**src/rtl/multi_timer.sv**
```systemverilog
// multi_timer
//   Multi-channel loadable down-counter. Each channel can run as a one-shot
//   or as a periodic timer. Each channel can be paused or aborted on its own.
//   A single valid/ready load port programs any idle channel.
//
// Ports
//   clk            rising-edge clock
//   rst            asynchronous active-high reset
//   load_valid     load request
//   load_ready     combinational; channel load_ch can accept a load
//   load_ch        target channel index (values >= NCH are never ready)
//   load_value     initial count V (V=0 gives an immediate done pulse)
//   load_periodic  0 = one-shot, 1 = periodic auto-reload
//   pause          per-channel freeze (level)
//   abort          per-channel cancel (level, highest priority)
//   cnt            live counts, channel i in bits [i*WIDTH +: WIDTH]
//   busy           channel i is counting
//   done           one-cycle expiry pulse per channel
module multi_timer #(
    parameter int unsigned WIDTH = 32,
    parameter int unsigned NCH   = 4,
    localparam int unsigned CW   = (NCH > 1) ? $clog2(NCH) : 1
) (
    input  logic                 clk,
    input  logic                 rst,
    input  logic                 load_valid,
    output logic                 load_ready,
    input  logic [CW-1:0]        load_ch,
    input  logic [WIDTH-1:0]     load_value,
    input  logic                 load_periodic,
    input  logic [NCH-1:0]       pause,
    input  logic [NCH-1:0]       abort,
    output logic [NCH*WIDTH-1:0] cnt,
    output logic [NCH-1:0]       busy,
    output logic [NCH-1:0]       done
);

    typedef enum logic {
        IDLE = 1'b0,
        RUN  = 1'b1
    } state_t;

    state_t           state    [NCH];
    logic [WIDTH-1:0] cnt_r    [NCH];
    logic [WIDTH-1:0] reload_r [NCH];
    logic [NCH-1:0]   mode_r;
    logic [NCH-1:0]   busy_r;
    logic [NCH-1:0]   done_r;

    logic [NCH-1:0]   ch_sel;
    logic [NCH-1:0]   load_hit;
    logic             ready_c;

    // Channel decode by comparison rather than array indexing, so that
    // out-of-range indices (NCH not a power of two) simply match nothing.
    always_comb begin
        ch_sel  = '0;
        ready_c = 1'b0;
        for (int unsigned i = 0; i < NCH; i++) begin
            if (load_ch == CW'(i)) begin
                ch_sel[i] = 1'b1;
                ready_c   = (state[i] == IDLE) && !abort[i];
            end
        end
        load_hit = {NCH{load_valid & ready_c}} & ch_sel;
    end

    assign load_ready = ready_c;

    always_comb begin
        cnt = '0;
        for (int unsigned i = 0; i < NCH; i++) begin
            cnt[i*WIDTH +: WIDTH] = cnt_r[i];
        end
    end

    assign busy = busy_r;
    assign done = done_r;

    always_ff @(posedge clk or posedge rst) begin
        if (rst) begin
            for (int unsigned i = 0; i < NCH; i++) begin
                state[i]    <= IDLE;
                cnt_r[i]    <= '0;
                reload_r[i] <= '0;
            end
            mode_r <= '0;
            busy_r <= '0;
            done_r <= '0;
        end else begin
            for (int unsigned i = 0; i < NCH; i++) begin
                done_r[i] <= 1'b0;
                if (abort[i]) begin
                    // Abort wins even on the expiry edge: no done pulse.
                    state[i]  <= IDLE;
                    cnt_r[i]  <= '0;
                    busy_r[i] <= 1'b0;
                end else begin
                    case (state[i])
                        IDLE: begin
                            if (load_hit[i]) begin
                                if (load_value == '0) begin
                                    // Zero-length one-shot: expire at once.
                                    cnt_r[i]  <= '0;
                                    done_r[i] <= 1'b1;
                                end else begin
                                    cnt_r[i]    <= load_value;
                                    reload_r[i] <= load_value;
                                    mode_r[i]   <= load_periodic;
                                    state[i]    <= RUN;
                                    busy_r[i]   <= 1'b1;
                                end
                            end
                        end
                        RUN: begin
                            if (!pause[i]) begin
                                if (cnt_r[i] == WIDTH'(1)) begin
                                    done_r[i] <= 1'b1;
                                    if (mode_r[i]) begin
                                        cnt_r[i] <= reload_r[i];
                                    end else begin
                                        cnt_r[i]  <= '0;
                                        state[i]  <= IDLE;
                                        busy_r[i] <= 1'b0;
                                    end
                                end else begin
                                    cnt_r[i] <= cnt_r[i] - WIDTH'(1);
                                end
                            end
                        end
                        default: begin
                            state[i] <= IDLE;
                        end
                    endcase
                end
            end
        end
    end

endmodule
```
**config.mk**
```make
export PLATFORM = sky130hd
export DESIGN_NAME = multi_timer
export DESIGN_NICKNAME = d
export VERILOG_FILES = /design/src/rtl/multi_timer.sv
export SDC_FILE = /design/constraint.sdc
export NUM_CORES = 1
export LEC_CHECK = 0
export CAP_MARGIN = 5
export CORE_ASPECT_RATIO = 2
export CORE_MARGIN = 2
export CORE_UTILIZATION = 45
export CTS_BUF_LIST = sky130_fd_sc_hd__clkbuf_4 sky130_fd_sc_hd__clkbuf_8
export CTS_CLUSTER_SIZE = 12
export DETAILED_ROUTE_END_ITERATION = 10
export PLACE_DENSITY = 0.67
export SYNTH_ARGS = -nofsm -noshare
export SYNTH_HDL_FRONTEND = slang
export SYNTH_SLANG_ARGS = --single-unit
export TNS_END_PERCENT = 50
```
**constraint.sdc**
```tcl
create_clock -name clk -period 13.8 [get_ports clk]
set_clock_uncertainty 0.05 [all_clocks]
set_input_delay 2.76 -clock clk [delete_from_list [all_inputs] [get_ports clk]]
set_output_delay 2.76 -clock clk [all_outputs]
set_load 0.02 [all_outputs]
```
==> flow_metrics.env, run 1 <==
export IMPL_drc=0
export IMPL_yosysWarnings=0
export IMPL_port_buffers=182
export IMPL_htreeDepth=2
export IMPL_die_w_um=132
export IMPL_wl_per_cell_um=22.3
export IMPL_num_io_pins=183
export IMPL_cp_max_fo=7
export IMPL_slew_viol_final=0
export IMPL_critPathArrivalTime_ns=4.69
export IMPL_syn_inst=1675
export IMPL_die_area_um2=34500
export IMPL_clock_path_buffers=3
export IMPL_tightest_slew_ns=1.25
export IMPL_async_flop_share_pct=100
export IMPL_num_rows=94
export IMPL_holdBufCountCts=0
export IMPL_path_clk_slew_ns=0.07
export IMPL_postSynthNetCount=1729
export IMPL_worst_setup_path_type="in -> out"
export IMPL_start_util_pct=45.4
export IMPL_grt_ovfl_total=0
export IMPL_wirelength_um=50900
export IMPL_ir_drop_mv=0.0707
export IMPL_viasPerCell=6.17
export IMPL_grt_max_degree=134
export IMPL_grt_util_all_layers_pct=29.2
export IMPL_fin_crit_ns=7.50
export IMPL_antenna_found_initial=3
export IMPL_grt_pass1_vias=13801
export IMPL_crit_required_ns=10.99
export IMPL_setup_violations=0
export IMPL_n_fill_cell=3087
export IMPL_die_y_um=261
export IMPL_cts_resized_gates=0
export IMPL_root_buffer="clkbuf_8"
export IMPL_final_core_util_pct=55.1
export IMPL_leakage_nw=7.91
export IMPL_powerDensity_nw_per_um2=147
export IMPL_hpwl_um=33000
export IMPL_finalHoldViolCount=0
export IMPL_whs_ns=0.423
export IMPL_place_gp_congestion=0.892
export IMPL_slew_headroom_pct=16.4
export IMPL_syn_cell_area_um2=14800
export IMPL_ys_types=73
export IMPL_drt_iter0_drc=1551
export IMPL_fin_crit_sh_pct=54.4
export IMPL_cts_tree="built"
export IMPL_core_um2=32700
export IMPL_numClockSinks=272
export IMPL_rsz0062_at_grt="false"
export IMPL_syn_area_per_cell_um2=8.85
export IMPL_startpoint_type="input port"
export IMPL_grt_pass1_wl_um=79200
export IMPL_drv_cap=0
export IMPL_yosys_most_used_dff="dfrtp_1"
export IMPL_dr_pass1_iters=6
export IMPL_tns_ns=0
export IMPL_hp_class="reg -> reg"
export IMPL_cp_end_kind="primary output"
export IMPL_cts_buffers_inserted=42
export IMPL_status="finished clean"
export IMPL_synth_enable_flop_cells=0
export IMPL_yosysSeqAreaShare_pct=45.9
export IMPL_drive_gt1_share_pct=8.90
export IMPL_clk_latency_ns=0.60
export IMPL_nets=1867
export IMPL_vias=14050
export IMPL_yosys_register_bits=272
export IMPL_ant_nets=0
export IMPL_post_cts_repair_setup_buffers=0
export IMPL_max_freq_mhz=133
export IMPL_syn_to_final_growth_pct=21.4
report_power, final:
group          total (mW)  internal, mW  switching [mW]
clock network       0.777         0.436           0.341
logic               0.790         0.338           0.452
registers            1.08         0.932           0.150
total                2.65          1.71           0.942
critical path, stage by stage:
cell	delay, ns
clkdlybuf4s50_1	0.53
nor2_1	0.46
a21oi_1	0.15
a21oi_1	0.16
clkdlybuf4s50_1	0.62
placed cells by master, fill, tap and decap left out, types with 14 or more instances in the layout:
cell type / n
or3_1: 15
a211oi_1: 45
a22o_1: 39
nand2_1: 355
clkdlybuf4s50_1: 182
nor2_1: 113
o21ai_1: 18
a22oi_1: 64
nor3_1: 48
dfrtp_1: 272
nor4_1: 38
xor2_1: 31
xnor2_1: 56
buf_4: 48
or4_1: 14
nand3_1: 41
clkbuf_8: 57
o21ai_0: 93
a221o_1: 59
a21oi_1: 40
inv_1: 14
worst paths after layout:
check | start | to | slack, ns | cells after the start
setup / recovery | abort[3] | load_ready | 6.30 | 5
hold / removal | reload_r[108] | reload_r[108] | 0.42 | 2
setup reg to reg | cnt[111] | cnt[113] | 9.98 | 6
hold reg to reg | reload_r[108] | reload_r[108] | 0.42 | 2
max in group asynchronous | rst | cnt[33] | 8.54 | 4
min in group asynchronous | rst | cnt[116] | 2.69 | 2
cell type report:
cell class / count / area (um2) / share of cell area [%]
antenna: 3 / 7.51 / 0.0417
clock buffer: 69 / 875 / 4.86
clock inverter: 5 / 75.1 / 0.417
inverter: 15 / 63.8 / 0.354
multi-input combinational: 1252 / 7460 / 41.4
sequential: 272 / 6810 / 37.8
tap: 432 / 541 / 3.00
timing repair buffer: 230 / 2180 / 12.1
kinds of logic (layout without fill, tap and decap cells):
family          Yosys count  count (layout)  share of synthesized area (%)
flops                   272             272                           45.9
buf+inv                 151             319                           4.08
fa+ha+maj                 8               8                          0.675
mux                      13              13                          0.911
simple gates            707             707                           21.9
xor+xnor                 87              87                           5.14
compound gates          437             437                           21.4
other cells               0               3                              0
cell usage after synthesis (all sizes together) (7+ instances only):
library cell	instances	area, um2
o31ai	7	52.6
inv	15	56.3
clkbuf	116	435
ha	8	100
a31oi	8	50.1
a22o	39	342
nand2b	7	43.8
o22ai	7	43.8
buf	20	113
nor2	117	442
nor4	41	269
or3	15	93.8
o211ai	11	82.6
o21ai	113	581
nor3	53	275
xnor2	56	490
a211oi	55	463
a221o	59	591
nand4	12	75.1
nand2	355	1330
xor2	31	272
a21oi	40	200
or4	16	128
a22oi	64	480
nand3	41	205
dfrtp	272	6810
or2	7	43.8
mux2i	9	90.1
metal layers:
metal	part of all wire [%]	wire, um	GRT usage [%]
met1	38	19300	35.3
met2	50	25200	49.7
met3	6.7	3410	4.29
met4	5.7	2900	16.3
met5	0.024	12	0
state kept, by name (all words and copies together), names as in the netlist:
register  cells
cnt         128
state         4
reload_r    128
done          4
busy          4
mode_r        4
metrics by stage:
| step | instance area (um2) | worst slack [ns] | cells | total power, mW |
|---|---|---|---|---|
| after detailed placement | 17100 | 6.30 | 2201 | 1.87 |
| final | 18000 | 6.30 | 2278 | 2.65 |
| after CTS | 18000 | 6.29 | 2275 | 2.65 |
| after global routing | 18000 | 6.19 | 2277 | 2.78 |
| after global placement | 17100 | 6.33 | 2201 | 1.85 |
| after floorplan | 14800 | 3.49 | 1675 | 1.58 |
No activity file was read; power rests on OpenSTA's default activity.
==> run 2, diff against run 1 <==
==> constraint.sdc (replaced) <==
create_clock -name clk -period 7.4 [get_ports clk]
set_clock_uncertainty 0.05 [all_clocks]
set_input_delay 1.48 -clock clk [delete_from_list [all_inputs] [get_ports clk]]
set_output_delay 1.48 -clock clk [all_outputs]
set_load 0.02 [all_outputs]
==> flow_metrics.env, run 2 (synthesis gave the netlist of run 1 again) <==
export IMPL_status="finished clean"
export IMPL_post_place_ws_ns=2.47
export IMPL_fin_crit_sh_pct=66.8
export IMPL_nets=1864
export IMPL_root_buffer="clkbuf_8"
export IMPL_grt_pass1_vias=13522
export IMPL_p_total_mw=4.94
export IMPL_critPathBufInv=2
export IMPL_cpPeakStageDelay_ns=0.62
export IMPL_setup_violations=0
export IMPL_post_cts_repair_setup_buffers=0
export IMPL_die_area_um2=34500
export IMPL_fin_crit_ns=4.95
export IMPL_highest_signal_layer="met4"
export IMPL_final_cells=2273
export IMPL_tightest_slew_ns=1.36
export IMPL_drive_gt1_share_pct=8.70
export IMPL_final_common_cell="nand2_1"
export IMPL_rsz0062_at_grt="false"
export IMPL_dr_pass1_iters=6
export IMPL_wl_per_cell_um=22.3
export IMPL_die_w_um=132
export IMPL_slew_headroom_pct=9.52
export IMPL_finalHoldViolCount=0
export IMPL_startpoint_type="input port"
export IMPL_setup_ws_ns=2.45
export IMPL_ant_nets=0
export IMPL_path_cells="clkdlybuf4s50_1 > nor2_1 > a21oi_1 > a21oi_1 > clkdlybuf4s50_1"
export IMPL_cp_end_kind="primary output"
export IMPL_die_y_um=261
export IMPL_grt_util_all_layers_pct=29.0
export IMPL_cts_resized_gates=0
export IMPL_place_gp_congestion=0.866
export IMPL_powerDensity_nw_per_um2=275
export IMPL_leakage_nw=7.89
export IMPL_tns_ns=0
export IMPL_wl_met1_um=19800
export IMPL_num_rows=94
export IMPL_final_cell_mix="355 x nand2_1, 272 x dfrtp_1, 182 x clkdlybuf4s50_1"
export IMPL_cpLargestDelayFamily="buffers and inverters"
export IMPL_drv_cap=0
export IMPL_start_util_pct=45.4
export IMPL_hp_class="reg -> reg"
export IMPL_htreeDepth=2
export IMPL_vias=14054
export IMPL_hpwl_um=32600
export IMPL_max_freq_mhz=202
export IMPL_path_clk_slew_ns=0.07
export IMPL_dp_cells=2199
export IMPL_syn_to_final_growth_pct=21.3
export IMPL_numClockSinks=272
export IMPL_num_io_pins=183
export IMPL_ir_drop_mv=0.142
export IMPL_crit_required_ns=5.87
export IMPL_holdBufCountCts=0
export IMPL_slew_viol_final=0
export IMPL_viasPerCell=6.18
export IMPL_clk_latency_ns=0.57
export IMPL_grt_ovfl_total=0
export IMPL_drc=0
export IMPL_worst_setup_path_type="in -> out"
export IMPL_wl_met3_um=3190
export IMPL_core_um2=32700
export IMPL_cts_buffers_inserted=41
export IMPL_cp_max_fo=7
export IMPL_drt_iter0_drc=1475
export IMPL_cts_tree="built"
export IMPL_grt_max_degree=181
export IMPL_antenna_found_initial=2
export IMPL_wirelength_um=50600
export IMPL_grt_pass1_wl_um=78900
export IMPL_crit_slowest_cell="clkdlybuf4s50_1"
export IMPL_clock_path_buffers=3
export IMPL_port_buffers=182
export IMPL_met2_length_um=25200
export IMPL_critPathArrivalTime_ns=3.42
[run 2: cell types whose count changed in the layout (fill, tap and decap cells not counted)]
cell / previous run / this run
bufinv_16: 2 / 4
nor2_2: 3 / 2
diode_2: 3 / 2
clkbuf_8: 57 / 50
clkinvlp_4: 0 / 2
buf_4: 48 / 45
clkbuf_4: 12 / 14
inv_8: 1 / 0
nor2_4: 1 / 2
buf_12: 0 / 1
[run 2: final cells by class]
| cell class | instances | area (um2) |
|---|---|---|
| inverter | 15 | 60.1 |
| clock buffer | 64 | 793 |
| timing repair buffer | 228 | 2180 |
| fill | 3097 | 14700 |
| multi-input combinational | 1252 | 7460 |
| clock inverter | 8 | 143 |
| tap | 432 | 541 |
| antenna | 2 | 5.00 |
| sequential | 272 | 6810 |
[run 2: tightest hold or removal path, cell delays in order, from the launching register on]
cell     delay (ns)
dfrtp_1        0.34
nand2_1        0.05
nand2_1        0.06
[run 2: worst paths after layout]
| path | start | end | slack (ns) | cells after the start |
|---|---|---|---|---|
| worst max register to register | cnt[40] | cnt[40] | 3.70 | 6 |
| worst min register to register | reload_r[41] | reload_r[41] | 0.42 | 2 |
| min in group asynchronous | rst | cnt[127] | 1.24 | 2 |
| worst max-delay path | abort[3] | load_ready | 2.45 | 5 |
| max in group asynchronous | rst | reload_r[74] | 4.69 | 3 |
| worst min-delay path | reload_r[41] | reload_r[41] | 0.42 | 2 |
[run 2: metal layers]
metal / vias up / track usage [%]
met3: 123 / 3.96
li1: 6340 / -
met5: - / 0
met4: 0 / 13.7
met1: 6976 / 36.6
met2: 615 / 49.2
[run 2: power breakdown]
group | leakage [nW] | internal, mW | switching (mW) | total [mW]
clock | 0.492 | 0.820 | 0.627 | 1.45
sequential | 3.53 | 1.74 | 0.279 | 2.02
combinational | 3.87 | 0.630 | 0.846 | 1.48
total | 7.89 | 3.19 | 1.75 | 4.94
[run 2: stage by stage]
step / util [%] / hold slack [ns] / area (um2)
floorplan: - / 0.389 / 14800
global placement: 52.2 / 0.401 / 17100
detailed placement: 52.2 / 0.407 / 17100
CTS: 55.0 / 0.423 / 18000
global route: 55.0 / 0.435 / 18000
finish: 55.0 / 0.419 / 18000
==> run 3, diff against run 2 <==
==> constraint.sdc (replaced) <==
create_clock -name clk -period 5 [get_ports clk]
set_clock_uncertainty 0.05 [all_clocks]
set_input_delay 1 -clock clk [delete_from_list [all_inputs] [get_ports clk]]
set_output_delay 1 -clock clk [all_outputs]
set_load 0.02 [all_outputs]
==> flow_metrics.env, run 3 (synthesis gave the netlist of run 1 again) <==
export IMPL_post_cts_repair_setup_buffers=0
export IMPL_wirelength_um=52300
export IMPL_fin_crit_sh_pct=80.0
export IMPL_n_fill_cell=3069
export IMPL_startpoint_type="input port"
export IMPL_crit_slowest_cell="clkdlybuf4s50_1"
export IMPL_p_total_mw=7.20
export IMPL_final_common_cell="nand2_1"
export IMPL_setup_ws_ns=1.00
export IMPL_r2r_start="cnt[74]"
export IMPL_holdBufCountCts=0
export IMPL_grt_max_degree=83
export IMPL_wl_per_cell_um=22.9
export IMPL_ant_nets=0
export IMPL_cp_max_fo=7
export IMPL_cpLargestDelayFamily="buffers and inverters"
export IMPL_antenna_found_initial=3
export IMPL_grt_ovfl_total=0
export IMPL_powerDensity_nw_per_um2=398
export IMPL_die_area_um2=34500
export IMPL_num_io_pins=183
export IMPL_crit_cells=5
export IMPL_root_buffer="clkbuf_8"
export IMPL_hpwl_um=34600
export IMPL_drive_gt1_share_pct=9.49
export IMPL_path_cells="clkdlybuf4s50_1 > nor2_1 > a21oi_1 > a21oi_1 > clkdlybuf4s50_1"
export IMPL_slew_headroom_pct=23.4
export IMPL_path_clk_slew_ns=0.07
export IMPL_grt_pass1_vias=13686
export IMPL_setup_violations=0
export IMPL_hp_class="reg -> reg"
export IMPL_num_rows=94
export IMPL_post_dp_cell_area_um2=17200
export IMPL_r2r_end="cnt[84]"
export IMPL_rsz0062_at_grt="false"
export IMPL_die_w_um=132
export IMPL_drt_iter0_drc=1464
export IMPL_drc=0
export IMPL_final_cell_mix="355 x nand2_1, 272 x dfrtp_1, 182 x clkdlybuf4s50_1"
export IMPL_drv_cap=0
export IMPL_core_um2=32700
export IMPL_slew_viol_final=0
export IMPL_nets=1883
export IMPL_post_place_ws_ns=0.913
export IMPL_finalInstanceArea_um2=18100
export IMPL_tns_ns=0
export IMPL_cp_startpoint="abort[3]"
export IMPL_critPathBufInv=2
export IMPL_worst_setup_path_type="in -> out"
export IMPL_max_freq_mhz=250
export IMPL_ir_drop_mv=0.181
export IMPL_cp_endpoint="load_ready"
export IMPL_dr_pass1_iters=5
export IMPL_grt_pass1_wl_um=80300
export IMPL_place_gp_congestion=0.862
export IMPL_viasPerCell=6.13
export IMPL_rrSetupSlack_ns=1.67
export IMPL_r2r_cells=6
export IMPL_tightest_slew_ns=1.15
export IMPL_leakage_nw=7.96
export IMPL_status="finished clean"
export IMPL_critPathArrivalTime_ns=2.95
export IMPL_cts_buffers_inserted=40
export IMPL_clk_latency_ns=0.59
export IMPL_start_util_pct=45.4
export IMPL_finalHoldViolCount=0
export IMPL_numClockSinks=272
export IMPL_vias=14033
export IMPL_die_y_um=261
export IMPL_cpPeakStageDelay_ns=0.61
export IMPL_cts_resized_gates=0
export IMPL_cp_end_kind="primary output"
export IMPL_htreeDepth=2
export IMPL_fin_crit_ns=4.00
export IMPL_crit_required_ns=3.95
export IMPL_syn_to_final_growth_pct=21.9
export IMPL_cts_tree="built"
export IMPL_grt_util_all_layers_pct=29.9
export IMPL_clock_path_buffers=3
export IMPL_port_buffers=182
-- run 3: cell count changes in the layout (fill, tap and decap cells not counted), sizes merged --
cell	before	now
bufinv	4	2
buf	46	66
clkinv	3	7
clkbuf	64	58
-- run 3: routing by layer --
| metal | vias to the layer above | GRT usage (%) | share of wire, % |
|---|---|---|---|
| li1 | 6368 | - | - |
| met1 | 6921 | 35.7 | 37 |
| met2 | 594 | 49.3 | 49 |
| met3 | 148 | 4.51 | 6.2 |
| met4 | 2 | 21.1 | 7.7 |
| met5 | - | 0 | 0.025 |
-- run 3: layout make-up --
class | count | area (um2) | area share (%)
clock buffers | 58 | 754 | 4.17
diodes | 2 | 5.00 | 0.0277
clock inverters | 10 | 103 | 0.567
well taps | 432 | 541 | 2.99
inverters | 15 | 60.1 | 0.332
repair buffers | 248 | 2350 | 13.0
flip-flops and latches | 272 | 6810 | 37.6
multi-input cells | 1252 | 7460 | 41.3
-- run 3: worst reg2reg max path, stage by stage, from the launching register on --
cell and delay, ns:
dfrtp_1 0.44, or4_4 0.60, or4b_4 0.60, nand4bb_2 0.31, o21ai_4 0.76, nor4_1 0.16
a221o_1 0.29
-- run 3: where the power goes --
group | internal (mW) | switching (mW) | leakage [nW]
clock | 1.07 | 0.931 | 0.455
combinational | 0.940 | 1.26 | 3.98
sequential | 2.57 | 0.420 | 3.53
total | 4.58 | 2.62 | 7.96
-- run 3: worst min path at each step --
stage,end,cells past startpoint,startpoint
after floorplan,reload_r[95],2,reload_r[95]
after global placement,reload_r[95],2,reload_r[95]
after detailed placement,reload_r[118],2,reload_r[118]
after CTS,reload_r[108],2,reload_r[108]
after global routing,reload_r[61],2,reload_r[61]
final,reload_r[69],2,reload_r[69]
-- run 3: through the flow --
step,cells,hold WS (ns),utilization [%]
after CTS,2287,0.423,55.3
after global placement,2219,0.402,52.7
final,2289,0.421,55.3
after detailed placement,2219,0.407,52.7
after floorplan,1675,0.389,-
after global routing,2289,0.444,55.3
